$ cat src/rtl/alu_operand_entry_if.sv
// alu_operand_entry_if: latched operand set presented by the entry front end to the ALU.
interface alu_operand_entry_if;
    logic [31:0] porta;
    logic [31:0] portb;
    logic [3:0]  aluop;
    logic        op_valid;
    logic        op_strobe;
    logic [1:0]  stage;

    modport master (output porta, portb, aluop, op_valid, op_strobe, stage);
    modport slave  (input  porta, portb, aluop, op_valid, op_strobe, stage);
endinterface

$ cat src/rtl/alu_operand_entry.sv
// alu_operand_entry: debounced enter/cancel keys step A -> B -> opcode -> SHOW from the switches.
// ALU_ENTRY_SIGN_EXT_EN selects sign extension of SW[16] into the upper operand half.
module alu_operand_entry #(
    parameter int DEBOUNCE_CYCLES = 500000
) (
    input  logic                 CLK,
    input  logic                 nRST,
    input  logic [3:0]           KEY,
    input  logic [16:0]          SW,
    alu_operand_entry_if.master  bus
);
    localparam int CW = DEBOUNCE_CYCLES > 1 ? $clog2(DEBOUNCE_CYCLES) : 1;
    localparam logic [CW-1:0] CNT_MAX = CW'(DEBOUNCE_CYCLES - 1);

    typedef enum logic [1:0] {LOAD_A, LOAD_B, LOAD_OP, SHOW} state_t;

    state_t        state, state_nx;
    logic [3:0]    key_s1, key_s2, key_db, key_db_d, press;
    logic [16:0]   sw_s1, sw_s2;
    logic [CW-1:0] cnt [4];
    logic [31:0]   porta, portb, ext;
    logic [3:0]    aluop;
    logic          op_strobe, enter, cancel, unused;

    always_ff @(posedge CLK or negedge nRST) begin
        if (!nRST) begin
            key_s1 <= 4'hF;
            key_s2 <= 4'hF;
            sw_s1  <= '0;
            sw_s2  <= '0;
        end else begin
            key_s1 <= KEY;
            key_s2 <= key_s1;
            sw_s1  <= SW;
            sw_s2  <= sw_s1;
        end
    end

    // press is registered off the delayed level so it lands one cycle after the debounced fall
    always_ff @(posedge CLK or negedge nRST) begin
        if (!nRST) begin
            for (int k = 0; k < 4; k++) cnt[k] <= '0;
            key_db   <= 4'hF;
            key_db_d <= 4'hF;
            press    <= '0;
        end else begin
            for (int k = 0; k < 4; k++) begin
                if (key_s2[k] == key_db[k]) cnt[k] <= '0;
                else if (cnt[k] == CNT_MAX) begin
                    cnt[k]    <= '0;
                    key_db[k] <= key_s2[k];
                end else cnt[k] <= cnt[k] + 1'b1;
            end
            key_db_d <= key_db;
            press    <= key_db_d & ~key_db;
        end
    end

    assign enter  = press[0];
    assign cancel = press[1];

`ifdef ALU_ENTRY_SIGN_EXT_EN
    assign ext    = {{16{sw_s2[16]}}, sw_s2[15:0]};
    assign unused = ^press[3:2];
`else
    assign ext    = {16'h0000, sw_s2[15:0]};
    assign unused = ^{press[3:2], sw_s2[16]};
`endif

    always_ff @(posedge CLK or negedge nRST) begin
        if (!nRST) state <= LOAD_A;
        else       state <= state_nx;
    end

    // enter advances with natural wrap from SHOW back to LOAD_A; cancel overrides
    always_comb begin
        state_nx = cancel ? LOAD_A : enter ? state_t'(state + 2'd1) : state;
    end

    always_comb begin
        bus.op_valid = state == SHOW;
        bus.stage    = state;
    end

    always_ff @(posedge CLK or negedge nRST) begin
        if (!nRST) begin
            porta     <= '0;
            portb     <= '0;
            aluop     <= '0;
            op_strobe <= 1'b0;
        end else begin
            op_strobe <= enter && !cancel && state == LOAD_OP;
            porta     <= cancel ? '0 : enter && state == LOAD_A  ? ext         : porta;
            portb     <= cancel ? '0 : enter && state == LOAD_B  ? ext         : portb;
            aluop     <= cancel ? '0 : enter && state == LOAD_OP ? sw_s2[3:0]  : aluop;
        end
    end

    assign bus.porta     = porta;
    assign bus.portb     = portb;
    assign bus.aluop     = aluop;
    assign bus.op_strobe = op_strobe;
endmodule

$ cat src/flat_wrapper.sv
// flat-port wrapper written by rule: the top's interface ports become plain ports
module alu_operand_entry_flat 
#(
    parameter int DEBOUNCE_CYCLES = 500000
)
  (CLK, nRST, KEY, SW, bus_porta, bus_portb, bus_aluop, bus_op_valid, bus_op_strobe, bus_stage);
  alu_operand_entry_if bus_i ();
  input  logic CLK;
  input  logic nRST;
  input  logic [3:0] KEY;
  input  logic [16:0] SW;
  output wire logic [$bits(bus_i.porta)-1:0] bus_porta;
  output wire logic [$bits(bus_i.portb)-1:0] bus_portb;
  output wire logic [$bits(bus_i.aluop)-1:0] bus_aluop;
  output wire logic [$bits(bus_i.op_valid)-1:0] bus_op_valid;
  output wire logic [$bits(bus_i.op_strobe)-1:0] bus_op_strobe;
  output wire logic [$bits(bus_i.stage)-1:0] bus_stage;
  assign bus_porta = bus_i.porta;
  assign bus_portb = bus_i.portb;
  assign bus_aluop = bus_i.aluop;
  assign bus_op_valid = bus_i.op_valid;
  assign bus_op_strobe = bus_i.op_strobe;
  assign bus_stage = bus_i.stage;
  alu_operand_entry #(.DEBOUNCE_CYCLES(DEBOUNCE_CYCLES)) u_core (.CLK(CLK), .nRST(nRST), .KEY(KEY), .SW(SW), .bus(bus_i));
endmodule
$ cat config.mk
export PLATFORM = sky130hd
export DESIGN_NAME = alu_operand_entry_flat
export DESIGN_NICKNAME = d
export VERILOG_FILES = /design/src/rtl/alu_operand_entry_if.sv /design/src/rtl/alu_operand_entry.sv /design/src/flat_wrapper.sv
export SDC_FILE = /design/constraint.sdc
export NUM_CORES = 1
export LEC_CHECK = 0
export BUFFER_PORTS_ARGS = -buffer_cell sky130_fd_sc_hd__buf_4
export CAP_MARGIN = 5
export CORE_ASPECT_RATIO = 1.5
export CORE_MARGIN = 2
export CORE_UTILIZATION = 49
export CTS_CLUSTER_DIAMETER = 40
export CTS_CLUSTER_SIZE = 12
export DETAILED_ROUTE_END_ITERATION = 12
export GPL_TIMING_DRIVEN = 0
export PLACE_DENSITY = 0.75
export SYNTH_ARGS = -nofsm -noshare
export SYNTH_HDL_FRONTEND = slang
export SYNTH_SLANG_ARGS = --single-unit
export TNS_END_PERCENT = 50
$ cat constraint.sdc
create_clock -name CLK -period 1.82 [get_ports CLK]
set_clock_uncertainty 0.2 [all_clocks]
set_input_delay 0.273 -clock CLK [delete_from_list [all_inputs] [get_ports CLK]]
set_output_delay 0.273 -clock CLK [all_outputs]
set_load 0.02 [all_outputs]
# Word level (Yosys, flattened, before mapping)
# Index checks and enable logic that the tools add are counted.
[word_totals]
regBits = 155
rom_bits = 0
input_bits = 23
mem_bits_rw = 0
memories = 0
output_inout_bits = 72
latch_bits = 0
word_cells = 54
[op_classes]
muxes = 12
n_eq_ne = 7
bitwise = 4
multipliers = 0
addsub = 3
order_cmp = 0
shift = 0
n_reduce_logical = 13
n_div = 0
[op_table]
columns = ["op", "count"]
rows = [
  ["two-way mux 32 bit", 4],
  ["two-way mux 19 bit", 4],
  ["adder 19 x 1 -> 19 bit (second input constant)", 2],
  ["equality test 19 bit (second input constant)", 2],
  ["two-way mux 4 bit", 2],
  ["nonzero test 2 bit", 4],
  ["logical AND 1 bit", 5],
  ["equality test 2 bit (second input constant)", 2],
  ["two-way mux 2 bit", 2],
  ["AND reduction 2 bit", 2],
  ["adder 2 x 1 -> 2 bit (second input constant)", 1],
  ["bitwise AND 2 bit", 1],
  ["equality test 1 bit", 2],
  ["equality test 2 x 1 -> 1 bit (second input constant)", 1],
  ["logical NOT 2 bit", 1],
  ["inverter 1 bit", 2],
  ["inverter 2 bit", 1],
  ["logical NOT 1 bit", 1],
]

# Depth between registers and ports, before layout
[logic_depth]
word_depth = 4
depth_mapped = 7
mapped_depth_nobuf = 5

# Worst setup path after synthesis
# OpenSTA, ideal clock, no wires.
[synth_path]
path_kind = "reg-to-reg"
startpoint = "reg u_core.cnt[38] in the netlist's numbering"
endpoint = "reg u_core.cnt[54] in the netlist's numbering"
setup_time_ps = 73
period_less_slack_ps = 1825
required_time_ps = 1547
n_path_buf = 1
setup_slack_ps = -5
arrival_time_ps = 1551
stages_incl_launch_ff = 7
cell_sequence = "dfrtp_1 > ha_1 > and4_1 > buf_6 > nand3_4 > or4_4 > a21oi_2"
[synth_via]
elab_chain_len = 3
word_cells_on_any_way = 4
classes_between = "add/sub (1); eq/ne (1); mux (2)"
[synth_lines]
columns = ["element", "line", "rtl"]
rows = [
  ["from (decl)", "alu_operand_entry.sv:20", "logic [CW-1:0] cnt [4];"],
  ["from (signal, indexed assignment)", "alu_operand_entry.sv:52", "end else cnt[k] <= cnt[k] + 1'b1;"],
  ["adder 19 x 1 -> 19 bit / equality test 19 bit (equally long branches)", "alu_operand_entry.sv:52, alu_operand_entry.sv:49", ""],
  ["two-way mux 19 bit *", "alu_operand_entry.sv:49", "else if (cnt[k] == CNT_MAX) begin"],
  ["two-way mux 19 bit *", "alu_operand_entry.sv:48", "if (key_s2[k] == key_db[k]) cnt[k] <= '0;"],
]
# Every way passes the cells marked *; elsewhere a longest branch is shown, timed or not.
# A chain may end at the register's enable or synchronous reset.

# Final worst setup path
[layout_path]
startpoint = "reg u_core.cnt[38] in the netlist's numbering"
endpoint = "reg u_core.cnt[55] in the netlist's numbering"
# Same word-level chain as after synthesis.

==> summary.txt <==
Setup path
  – Worst-path cell with the longest stage delay: or4_1
  – Worst-path fanout max: 6
  – Slowest Stage Delay on Critical Path: 480 ps
  – Critical path cell sequence: and4_2 -> nand3_2 -> or4_1 -> a21oi_1
  – Buffers & Inverters on Critical Path: 0
  – Type of the setup path with the least slack: reg -> reg
  – Nature of the critical path startpoint: flip-flop
  – Critical Path AT: 1970 ps
  – Required time of the worst setup path: 1940 ps
  – Sort of element at the end of the critical path: flip-flop
  – Family with the most delay on the worst path: simple AND/OR/NAND/NOR gates

Power and ir drop
  – Portion of total power attributed to combinational logic: 0.048
  – Net switching power: 1.353 mW
  – Share of total power in the clock network: 0.528
  – Reg power frac: 0.424
  – Max IR drop VDD: 0.001112 V
  – Final total power: 6.458 mW
  – Int Pwr: 5.105 mW
  – Switching share of power: 0.2096
  – Pleak: 3.114 nW
  – Pwr dens: 972.2 nW/µm²

Layout
  – Fill cell total of the finished layout: 700
  – Post-synthesis to final-layout area growth: 35.95%
  – Share of post-route cells with drive strength above 1: 0.3247
  – Net total in the final layout: 598
  – Area occupied by multi-input gates: 1763 µm²
  – Storage cell area: 2994 µm²
  – Non-filler instance count after layout: 697
  – Antenna diode instance count: 0
  – Most used cells in the layout excluding fill and tap cells: dfrtp_1 (106), buf_4 (100), nand2_1 (45)
  – Leading cell type in the layout, fill and taps excluded: dfrtp_1

STA
  – Number of setup violations in the final report: 4
  – Unrepaired setup endpoints after global routing: yes
  – Maximum clock rate: 542.7 MHz
  – Final cycle utilization of the critical path: 1.012
  – Slew margin rel.: 0.4825
  – Post-route worst setup slack: -22.64 ps
  – Worst Tran Pin Value: 776.3 ps
  – Pins Over Slew Limit: 0
  – Final Hold Viols: 0
  – Tmin final: 1843 ps

Route
  – Vias after detailed routing: 3,483
  – Wire length reported by the detailed router: 10.05 mm
  – Post-detailed-route count of antenna-violating nets: 0
  – Routed wire length per instance: 14.42 µm
  – Detailed router's first-iteration violation count: 150
  – Average vias per placed instance: 4.997
  – Drt first pass iters: 4
  – DRC violation count after routing: 0

GRT
  – Maximum number of pins on one net before global-route repair: 62
  – Overall track demand over capacity in global routing: 0.1912
  – Via count of the first global-routing pass: 3,529
  – Remaining Overflow, GRT: 0
  – Number of antenna violations at the first check in global routing: 0
  – First-pass GRT wire length: 16.13 mm

Floorplan
  – Die Footprint: 10,800 µm²
  – Core region area: 9689 µm²
  – Die Width: 85.53 µm
  – Floorplan row count: 44
  – Initial Util: 0.5043
  – Die span in y: 126.3 µm
  – I/O Pins: 95

Synthesis
  – Post-Synthesis Cell Area: 4886 µm²
  – EDFF count, synth: 0
  – Unique masters post-synth: 46
  – Synthesized area per cell: 11.39 µm²
  – Dominant register cell in the synthesized netlist: dfrtp_1
  – Gate Count Post-Synth: 429
  – Number of warning messages in the yosys log: 0
  – Share of async-settable or async-resettable flops after synthesis: 1.000
  – Post-synthesis register bit count: 119
  – Post-synthesis sequential area ratio: 0.6115

Hold path
  – Hold Crit Class: reg -> reg

Placed design
  – Number of placed cells counting well taps: 635
  – Last weighted congestion value of the routability-driven placer: 0.8122
  – Number of input and output port buffers inserted: 59
  – Place WS: -233.0 ps
  – Total half-perimeter wirelength after legalization and detailed placement: 6.275 mm

CTS
  – Number of buffers created by CTS: 17
  – Post-CTS clock slew at the launch and capture registers of the worst setup and hold paths: 50 ps
  – Maximum root-to-sink buffer count: 2
  – CTS tree: done
  – Insertion delay of the later-clocked pin in the worst-skew pair: 410 ps
  – H-tree levels: 4
  – Clock sink total: 119
  – CTS root buf: clkbuf_16

Status
  – Violations in the final reports: negative setup slack
  – Result of the run: finished, violations left

Run
  – Number of maximum-capacitance violations: 0
==> routing by layer <==
layer,up-vias,global-route usage,wire (µm),share of wire
li1,1660,-,-,-
met1,1691,0.2084,3850,0.38
met2,105,0.3341,5452,0.54
met3,27,0.05465,475,0.047
met4,0,0.09804,274,0.027
met5,-,0,0,0
==> final cells by class <==
cell class / count / share of cell area
clock buffers: 21 / 0.07082
flip-flops and latches: 119 / 0.4507
multi-input cells: 287 / 0.2654
inverters: 8 / 0.004521
repair buffers: 90 / 0.1130
well taps: 115 / 0.02166
clock inverters: 11 / 0.02223
plain buffers: 46 / 0.05161
==> timing repair <==
item	CTS	global route
cloned	0	2
hold buffers	19	0
setup endpoints to repair	62	63
buffers inserted	3	6
endpoints found under the hold margin	76	0
pin swaps	3	12
gates resized for setup	13	26
==> synth_stat cells, types with 4 or more instances <==
master / number / area, µm²
dfstp_2: 8 / 210.2
nor4_1: 5 / 31.28
nand2b_1: 16 / 100.1
dfrtp_1: 111 / 2778
buf_4: 34 / 255.2
nand4_1: 9 / 56.30
and3_1: 4 / 25.02
or3_1: 4 / 25.02
nor2_1: 37 / 138.9
inv_1: 7 / 26.28
ha_1: 6 / 75.07
nand2_1: 46 / 172.7
xor2_1: 12 / 105.1
a21oi_1: 12 / 60.06
nor3_1: 4 / 20.02
clkbuf_1: 9 / 33.78
o21ai_0: 37 / 185.2
xnor2_1: 17 / 148.9
nand3_1: 16 / 80.08
==> cells by family (layout without fill, tap and decap cells) <==
group / after synthesis / count (layout) / synth area share
AOI/OAI and AO/OA: 54 / 54 / 0.06069
xor gates and xnor gates: 29 / 29 / 0.05198
adders and majority gates: 6 / 6 / 0.01536
buffers and inverters: 54 / 176 / 0.07221
DFF: 119 / 119 / 0.6115
muxes: 5 / 5 / 0.01076
other: 1 / 32 / 0.0007675
and+or+nand+nor: 161 / 161 / 0.1767
==> sequential cells by signal, indices dropped and copies added, names as in the netlist, 4 cells and up <==
signal,flops
u_core.cnt,38
u_core.bus.aluop,4
u_core.bus.portb,16
u_core.sw_s2,16
u_core.bus.porta,16
u_core.sw_s1,16
==> power groups by stage <==
stage,combinational (mW),clock [mW],sequential (mW)
2_1_floorplan,0.153,0,2.77
3_3_place_gp,0.241,0,2.77
3_5_place_dp,0.255,0,2.78
4_1_cts,0.296,3.46,2.73
5_1_grt,0.346,3.60,2.74
6_report,0.313,3.41,2.74
==> through the flow <==
stage	hold WS, ps	setup TNS [ps]	instance area (µm²)	util
3_5_place_dp	134.7	-5636	5619	0.5799
5_1_grt	152.9	-1596	6643	0.6856
4_1_cts	147.2	-101.2	6489	0.6697
3_3_place_gp	133.3	-4270	5592	0.5771
2_1_floorplan	-222.6	0	5005	-
6_report	145.7	-62.42	6643	0.6856
==> final timing paths <==
| kind | from | endpoint | slack [ps] | cells after the start |
|---|---|---|---|---|
| setup reg to reg | u_core.cnt[38] | u_core.cnt[55] | -20 | 4 |
| hold reg to reg | u_core.sw_s1[2] | u_core.sw_s2[2] | 150 | 0 |
| setup / recovery | u_core.cnt[38] | u_core.cnt[55] | -20 | 4 |
| hold / removal | u_core.sw_s1[2] | u_core.sw_s2[2] | 150 | 0 |
| min in group asynchronous | nRST | u_core.cnt[47] | 300 | 2 |
| max in group asynchronous | nRST | u_core.key_s1[0] | 320 | 3 |
Power figures use the tool's default switching activity.
